--- config.mk ---
export PLATFORM = sky130hd
export DESIGN_NAME = alu_arbiter
export DESIGN_NICKNAME = d
export VERILOG_FILES = /design/src/rtl/alu_arbiter.sv
export SDC_FILE = /design/constraint.sdc
export NUM_CORES = 1
export LEC_CHECK = 0
export ABC_AREA = 1
export BUFFER_PORTS_ARGS = -buffer_cell sky130_fd_sc_hd__buf_2
export CAP_MARGIN = 20
export CORE_MARGIN = 2
export CORE_UTILIZATION = 30
export CTS_CLUSTER_SIZE = 12
export DETAILED_ROUTE_END_ITERATION = 10
export GPL_TIMING_DRIVEN = 0
export PLACE_DENSITY = 0.57
export SYNTH_ARGS = -nofsm -noshare
export SYNTH_HDL_FRONTEND = slang
export SYNTH_SLANG_ARGS = --single-unit
--- constraint.sdc ---
create_clock -name clk -period 19.1 [get_ports clk]
set_input_delay 5.73 -clock clk [delete_from_list [all_inputs] [get_ports clk]]
set_output_delay 5.73 -clock clk [all_outputs]
set_load 0.005 [all_outputs]
--- src/rtl/alu_arbiter.sv ---
// Round-robin arbiter sharing one combinational ALU between the execute stage (port 0)
// and the branch/compare unit (port 1), with registered operands and registered results.
module alu_arbiter #(
    parameter int DATA_WIDTH = 32,
    parameter int OP_WIDTH   = 4
) (
    input  logic                  clk,
    input  logic                  rst,
    input  logic                  req0_valid,
    output logic                  req0_ready,
    input  logic [DATA_WIDTH-1:0] req0_a,
    input  logic [DATA_WIDTH-1:0] req0_b,
    input  logic [OP_WIDTH-1:0]   req0_op,
    input  logic                  req1_valid,
    output logic                  req1_ready,
    input  logic [DATA_WIDTH-1:0] req1_a,
    input  logic [DATA_WIDTH-1:0] req1_b,
    input  logic [OP_WIDTH-1:0]   req1_op,
    output logic                  rsp0_valid,
    input  logic                  rsp0_ready,
    output logic                  rsp1_valid,
    input  logic                  rsp1_ready,
    output logic [DATA_WIDTH-1:0] rsp_result,
    output logic [3:0]            rsp_flags,
    output logic [DATA_WIDTH-1:0] alu_a,
    output logic [DATA_WIDTH-1:0] alu_b,
    output logic [OP_WIDTH-1:0]   alu_op,
    input  logic [DATA_WIDTH-1:0] alu_result,
    input  logic                  alu_overflow,
    input  logic                  alu_carryout,
    input  logic                  alu_zero
);
    typedef enum logic [1:0] {IDLE, EXEC, RESP} state_t;

    state_t                state_q, state_d;
    logic                  prio_q, prio_d;
    logic                  owner_q, owner_d;
    logic                  illegal_q, illegal_d;
    logic [DATA_WIDTH-1:0] alu_a_q, alu_a_d;
    logic [DATA_WIDTH-1:0] alu_b_q, alu_b_d;
    logic [OP_WIDTH-1:0]   alu_op_q, alu_op_d;
    logic [DATA_WIDTH-1:0] rsp_result_q, rsp_result_d;
    logic [3:0]            rsp_flags_q, rsp_flags_d;
    logic                  any_valid;
    logic                  grant;
    logic                  rsp_done;

    function automatic logic is_illegal(input logic [OP_WIDTH-1:0] op);
        logic legal;
        legal = (op == OP_WIDTH'(4'b0000)) || (op == OP_WIDTH'(4'b0001)) ||
                (op == OP_WIDTH'(4'b0010)) || (op == OP_WIDTH'(4'b0110)) ||
                (op == OP_WIDTH'(4'b0111)) || (op == OP_WIDTH'(4'b0100)) ||
                (op == OP_WIDTH'(4'b0011));
        return !legal;
    endfunction

    // A lone requester always wins; a tie goes to the port named by prio.
    always_comb begin
        any_valid = req0_valid | req1_valid;
        grant     = (req0_valid && req1_valid) ? prio_q : req1_valid;
    end

    assign req0_ready = !rst && (state_q == IDLE) && req0_valid && !grant;
    assign req1_ready = !rst && (state_q == IDLE) && req1_valid && grant;
    assign rsp0_valid = (state_q == RESP) && !owner_q;
    assign rsp1_valid = (state_q == RESP) && owner_q;
    assign rsp_done   = owner_q ? rsp1_ready : rsp0_ready;

    always_comb begin
        state_d      = state_q;
        prio_d       = prio_q;
        owner_d      = owner_q;
        illegal_d    = illegal_q;
        alu_a_d      = alu_a_q;
        alu_b_d      = alu_b_q;
        alu_op_d     = alu_op_q;
        rsp_result_d = rsp_result_q;
        rsp_flags_d  = rsp_flags_q;
        unique case (state_q)
            IDLE: begin
                if (any_valid) begin
                    alu_a_d   = grant ? req1_a : req0_a;
                    alu_b_d   = grant ? req1_b : req0_b;
                    alu_op_d  = grant ? req1_op : req0_op;
                    illegal_d = is_illegal(grant ? req1_op : req0_op);
                    owner_d   = grant;
                    state_d   = EXEC;
                end
            end
            EXEC: begin
                rsp_result_d = alu_result;
                rsp_flags_d  = {illegal_q, alu_overflow, alu_carryout, alu_zero};
                state_d      = RESP;
            end
            RESP: begin
                // Priority passes to the other port only once a result has been consumed.
                if (rsp_done) begin
                    prio_d  = ~owner_q;
                    state_d = IDLE;
                end
            end
            default: state_d = IDLE;
        endcase
    end

    always_ff @(posedge clk or posedge rst) begin
        if (rst) begin
            state_q      <= IDLE;
            prio_q       <= 1'b0;
            owner_q      <= 1'b0;
            illegal_q    <= 1'b0;
            alu_a_q      <= '0;
            alu_b_q      <= '0;
            alu_op_q     <= '0;
            rsp_result_q <= '0;
            rsp_flags_q  <= '0;
        end else begin
            state_q      <= state_d;
            prio_q       <= prio_d;
            owner_q      <= owner_d;
            illegal_q    <= illegal_d;
            alu_a_q      <= alu_a_d;
            alu_b_q      <= alu_b_d;
            alu_op_q     <= alu_op_d;
            rsp_result_q <= rsp_result_d;
            rsp_flags_q  <= rsp_flags_d;
        end
    end

    assign alu_a      = alu_a_q;
    assign alu_b      = alu_b_q;
    assign alu_op     = alu_op_q;
    assign rsp_result = rsp_result_q;
    assign rsp_flags  = rsp_flags_q;
endmodule

==> results of run 1 <==
==> registers in the layout, summed over array words and instances (netlist names) <==
register	flops
rsp_result	32
alu_b	32
prio_q	1
rsp_flags	4
owner_q	1
state_q	2
alu_op	4
alu_a	32
illegal_q	1
==> worst reg2reg max path, cell delays in order (launching register included) <==
cell and delay, ns:
dfrtp_1 0.38, inv_1 0.05, nand2_1 0.12, nand2_2 0.22, inv_2 0.08, buf_4 0.18
buf_4 0.18, o21ai_1 0.18, o21ai_1 0.08
==> cells in the final DEF (no fill, tap or decap) <==
cell type | synthesis | layout
o21ai_1 | 113 | 113
clkbuf_1 | 6 | 6
clkinv_4 | 0 | 4
clkbuf_16 | 0 | 9
buf_6 | 11 | 11
nand2_2 | 2 | 2
dfrtp_1 | 109 | 109
nor2_1 | 74 | 74
inv_2 | 3 | 3
buf_2 | 10 | 294
inv_8 | 0 | 2
buf_4 | 5 | 5
o21ai_0 | 20 | 20
a31oi_1 | 2 | 2
nand3_1 | 6 | 6
a21oi_4 | 1 | 1
buf_16 | 0 | 1
a21oi_1 | 1 | 1
inv_6 | 0 | 1
nand2_1 | 79 | 79
inv_1 | 12 | 11
nor3_1 | 1 | 1
mux2_2 | 36 | 36
==> cells by family after synthesis <==
logic type / Yosys count
simple gates: 162
compound gates: 137
flops: 109
buf+inv: 47
mux: 36
==> layout make-up <==
| type | count | area share, % |
|---|---|---|
| Clock buffer | 9 | 3.34 |
| Clock inverter | 6 | 0.853 |
| Tap cell | 211 | 3.91 |
| Timing Repair Buffer | 285 | 21.5 |
| Inverter | 15 | 0.909 |
| Multi-Input combinational cell | 335 | 25.6 |
| Sequential cell | 109 | 40.4 |
| Buffer | 32 | 3.47 |
==> Yosys cell counts <==
master / instances / area, um2
dfrtp_1: 109 / 2730
a31oi_1: 2 / 12.5
inv_2: 3 / 11.3
inv_1: 12 / 45.0
nand2_1: 79 / 297
nand2_2: 2 / 12.5
buf_6: 11 / 124
buf_4: 5 / 37.5
nand3_1: 6 / 30.0
mux2_2: 36 / 405
o21ai_1: 113 / 566
a21oi_1: 1 / 5.00
o21ai_0: 20 / 100
clkbuf_1: 6 / 22.5
a21oi_4: 1 / 16.3
buf_2: 10 / 50.1
nor2_1: 74 / 278
nor3_1: 1 / 5.00
==> metal layers <==
metal	part of all wire [%]	wire length (um)	vias up
li1	-	-	2229
met1	43	6300	2066
met2	47	6810	185
met3	7.1	1040	33
met4	3.3	490	0
met5	0	0	-
==> power by group through the flow <==
stage | registers [W] | logic (W) | clock network, W
3_3_place_gp | 0.000405 | 0.000465 | 0
2_1_floorplan | 0.000419 | 0.000248 | 0
5_1_grt | 0.000419 | 0.000518 | 0.000197
6_report | 0.000403 | 0.000458 | 0.000182
4_1_cts | 0.000404 | 0.000469 | 0.000189
3_5_place_dp | 0.000406 | 0.000470 | 0
==> stage by stage <==
stage          util (%)  total power [W]
2_1_floorplan         -         0.000667
3_3_place_gp       42.0         0.000870
3_5_place_dp       42.2         0.000876
4_1_cts            44.0          0.00106
5_1_grt            44.0          0.00113
6_report           44.0          0.00104
==> worst max path at each step <==
stage | from | end | slack [ns] | cells after the start
3_5_place_dp | req0_valid | req1_ready | 6.49 | 7
4_1_cts | req0_valid | req1_ready | 6.49 | 7
2_1_floorplan | rst | req0_ready | 4.80 | 3
6_report | req0_valid | req1_ready | 6.54 | 7
3_3_place_gp | rst | req0_ready | 3.19 | 5
5_1_grt | req0_valid | req1_ready | 6.44 | 7
==> flow_summary_export.csv, run 1 <==
group,metric,value,unit
grt,grt-ovfl-total,0,
setup_path,r2r_slack,17.52,ns
setup_path,critical_path.startpoint_type,"primary input",
clocking,cts_buffer_depth,2,
timing,post-route-min-period,12.56,ns
power,p_leak,3.47,nW
setup_path,reg2reg_depth,8,
grt,grt_usage,17.2,%
grt,grt_pass1_vias,4360,
floorplan,ios,285,
timing,fin_hold_ws,0.484,ns
power,power_density,155,nW/um2
timing,clock_skew,0.00983,ns
floorplan,design.core.area,15300,um2
clocking,path_clk_slew,0.07,ns
layout,final_cells,1002,
setup_path,critPathTopFamily,"buffers and inverters",
grt,grt_pass1_wl,22.5,mm
timing,max_freq,79.6,MHz
timing,setup_viol,0,
clocking,cts-root-buf,"clkbuf_16",
drt,vias,4513,
power,p_int,0.000663,W
power,pwr-share-clk,17.4,%
yosys,synth_adder_area_share,0,%
hold_path,hold_end,"alu_a[30]$_DFFE_PP0P_",
place,numPlacedInstances,987,
place,gp_congestion,0.802,
setup_path,r2r_end,"alu_b[11]$_DFFE_PP0P_",
clocking,cts_tree,"built",
clocking,cts_setup_buffers,0,
timing,period_share,65.8,%
power,pwr-share-seq,38.7,%
grt,grt_max_degree,57,
grt,use_met1,22.7,%
setup_path,path_class,"in -> out",
drt,avgViaCountPerCell,4.50,
floorplan,initial_core_util,31.0,%
yosys,synth_cell_types,18,
setup_path,r2r-start,"prio_q$_DFFE_PP0P_",
grt,grt.met3_usage,3.57,%
setup_path,critPathCaptureType,"output port",
layout,nets,964,
grt,top_usage_layer,"met2",
power,ir_drop,0.0476,mV
setup_path,cp_cell_sequence,"buf_2 > nand2_1 > nand2_2 > buf_4 > buf_2 > nor2_1 > buf_2",
layout,drive_gt1_share,46.6,%
grt,antenna_found_initial,0,
power,swShare,36.4,%
setup_path,cp_num_buf_inv,4,
power,netSwitchingPower,0.000380,W
drt,first_iter_violations,230,
layout,multiInputGateArea,1730,um2
run,drv_cap,0,
yosys,synth-xor-area-share,0,%
floorplan,dieArea,16800,um2
grt,use_met2,27.3,%
setup_path,critPathSlowestCell,"buf_2",
yosys,synthCells,491,
yosys,syn-cell-area,4740,um2
hold_path,hold_path.startpoint,"alu_a[30]$_DFFE_PP0P_",
place,placed_cell_area,6460,um2
clocking,htreeDepth,3,
layout,regArea,2730,um2
timing,relSlewSlack,64.8,%
setup_path,crit_fanout,10,
yosys,synth_compound_area_share,14.7,%
clocking,numClockSinks,109,
layout,area_growth,42.2,%
yosys,synth-seq-cells,109,
place,post-place-ws,6.49,ns
status,status,"finished, final reports clean",
hold_path,min_path_type,"reg -> reg",
layout,antenna_cells,0,
drt,ant_nets,0,
drt,drt_wl_total,14.6,mm
drt,first_pass_iters,4,
timing,rsz0062_at_grt,"no",
yosys,yosys.area_share.simple,13.1,%
timing,tightest_slew,0.527,ns
floorplan,die_w,130,um
power,combPwrFrac,43.9,%
place,post-dp-hpwl,11.2,mm
yosys,syn_avg_cell_area,9.66,um2
floorplan,die_y,130,um
clocking,insertion_delay,0.35,ns
yosys,synth_top_family_by_area,"compound AO/OA/AOI/OAI gates",
clocking,holdBufCountCts,0,
setup_path,critPathRequiredTime,13.37,ns
timing,drv_slew,0,
place,portBuffers,284,
timing,setup_ws,6.54,ns
hold_path,hold_path_depth,2,
yosys,yosysSeqAreaShare,57.5,%
setup_path,slowest_delay,0.25,ns
timing,finalSetupTns,0,ns
setup_path,cpMostUsedCell,"buf_2",
layout,fill_cells,1573,
drt,remaining_drc_errors,0,
layout,final_area,6750,um2
setup_path,crit_arrival,6.83,ns
drt,detail_route.wl_per_cell,14.6,um
timing,hold_viol_final,0,
yosys,synthMuxAreaShare,8.54,%
yosys,yosysWarnings,0,
clocking,cts_resized,0,
clocking,cts-buffers-inserted,9,
yosys,syn-num-nets,668,
floorplan,rows,45,
No activity file was read; power rests on OpenSTA's default activity.
==> inputs of run 2 (changes only) <==
PLACE_DENSITY = 0.59   (was 0.57)
clock period = 11.15 ns   (was 19.1 ns; I/O delays follow)
==> run 2 against run 1 <==
  * Via count fell by 0.44%
  * Design area about the same
  * Flip-flop and latch count unchanged
  * First-iteration DRC count down 15%
  * Critical endpoint is now req0_ready
  * Clock-buffer cell count unchanged
  * Largest power group unchanged
==> flow_summary_export.csv, run 2 (synthesized netlist as in run 1, its figures left out) <==
group,metric,value,unit
status,status,"finished, final reports clean",
timing,post-route-min-period,7.99,ns
grt,grt_pass1_wl,22.3,mm
place,portBuffers,284,
drt,drt_wl_total,14.5,mm
setup_path,path_class,"in -> out",
drt,ant_nets,0,
hold_path,hold_path.startpoint,"alu_a[28]$_DFFE_PP0P_",
setup_path,critical_path.startpoint_type,"primary input",
floorplan,rows,45,
setup_path,r2r_slack,9.54,ns
setup_path,crit_fanout,61,
timing,setup_ws,3.16,ns
clocking,htreeDepth,3,
drt,remaining_drc_errors,0,
grt,grt-ovfl-total,0,
hold_path,hold_path_depth,2,
clocking,numClockSinks,109,
timing,period_share,71.7,%
clocking,cts_setup_buffers,0,
timing,rsz0062_at_grt,"no",
timing,finalSetupTns,0,ns
place,gp_congestion,0.789,
timing,hold_viol_final,0,
timing,clock_skew,0.00923,ns
floorplan,design.core.area,15300,um2
clocking,path_clk_slew,0.07,ns
clocking,cts_resized,0,
power,ir_drop,0.0921,mV
grt,grt_usage,17.1,%
clocking,insertion_delay,0.35,ns
grt,grt_pass1_vias,4407,
floorplan,dieArea,16800,um2
timing,drv_slew,0,
drt,vias,4493,
floorplan,die_y,130,um
drt,detail_route.wl_per_cell,14.5,um
drt,first_iter_violations,196,
power,power_density,265,nW/um2
setup_path,critPathRequiredTime,7.81,ns
timing,tightest_slew,0.478,ns
place,post-place-ws,3.07,ns
timing,setup_viol,0,
layout,area_growth,42.1,%
layout,layout_common_cells,"buf_2 (294), o21ai_1 (113), dfrtp_1 (109), nand2_1 (79), nor2_1 (74)",
layout,antenna_cells,0,
run,drv_cap,0,
setup_path,crit_start,"rst",
timing,relSlewSlack,68.2,%
setup_path,reg2reg_depth,8,
power,p_leak,3.47,nW
clocking,cts_buffer_depth,2,
floorplan,ios,285,
clocking,cts-buffers-inserted,9,
place,post-dp-hpwl,11.1,mm
grt,antenna_found_initial,0,
floorplan,initial_core_util,31.0,%
layout,final_common_cell,"buf_2",
clocking,cts-root-buf,"clkbuf_16",
setup_path,r2r-start,"prio_q$_DFFE_PP0P_",
clocking,cts_tree,"built",
hold_path,min_path_type,"reg -> reg",
setup_path,critPathCaptureType,"output port",
layout,nets,964,
clocking,holdBufCountCts,0,
layout,drive_gt1_share,46.6,%
layout,regArea,2730,um2
drt,first_pass_iters,4,
layout,multiInputGateArea,1730,um2
layout,fill_cells,1597,
drt,avgViaCountPerCell,4.48,
floorplan,die_w,130,um
grt,grt_max_degree,62,
setup_path,crit_arrival,4.65,ns
timing,max_freq,125,MHz
-- run 2: power by group --
| part | total, W | internal (W) | switching (W) | leakage, nW |
|---|---|---|---|---|
| Combinational | 0.000783 | 0.000382 | 0.000401 | 2.03 |
| Clock | 0.000311 | 0.000155 | 0.000156 | 0.136 |
| Sequential | 0.000692 | 0.000598 | 0.0000938 | 1.30 |
-- run 2: critical path: stages --
cell and delay [ns]:
buf_2 0.12, inv_6 0.34, buf_16 0.34, nand3_1 0.16
nor3_1 0.17, buf_2 0.15
-- run 2: final timing paths --
| check | to |
|---|---|
| min | alu_a[28]$_DFFE_PP0P_ |
| max in group asynchronous | alu_a[30]$_DFFE_PP0P_ |
| min reg2reg | alu_a[28]$_DFFE_PP0P_ |
| max reg2reg | alu_b[10]$_DFFE_PP0P_ |
| max | req0_ready |
| min in group asynchronous | alu_b[1]$_DFFE_PP0P_ |
-- run 2: layout make-up --
class / count / area share (%)
clock buffer: 9 / 3.34
sequential: 109 / 40.4
buffer: 32 / 3.47
multi-input combinational: 335 / 25.6
inverter: 15 / 0.909
clock inverter: 6 / 0.835
timing repair buffer: 285 / 21.5
tap: 211 / 3.91
-- run 2: layer usage --
metal	vias up	GRT usage, %	wire [um]
li1	2223	-	-
met5	-	0	0
met4	0	6.45	274
met2	174	28.6	6960
met3	16	3.85	992
met1	2080	21.6	6250
-- run 2: metrics by stage --
stage | hold WS (ns) | total power [W] | cell area, um2 | util (%) | instances
final | 0.488 | 0.00179 | 6740 | 44.0 | 1002
after floorplan | 0.471 | 0.00114 | 4740 | - | 491
after CTS | 0.491 | 0.00182 | 6740 | 44.0 | 1002
after global routing | 0.514 | 0.00194 | 6740 | 44.0 | 1002
after detailed placement | 0.472 | 0.00150 | 6460 | 42.2 | 987
after global placement | 0.469 | 0.00149 | 6430 | 42.0 | 986
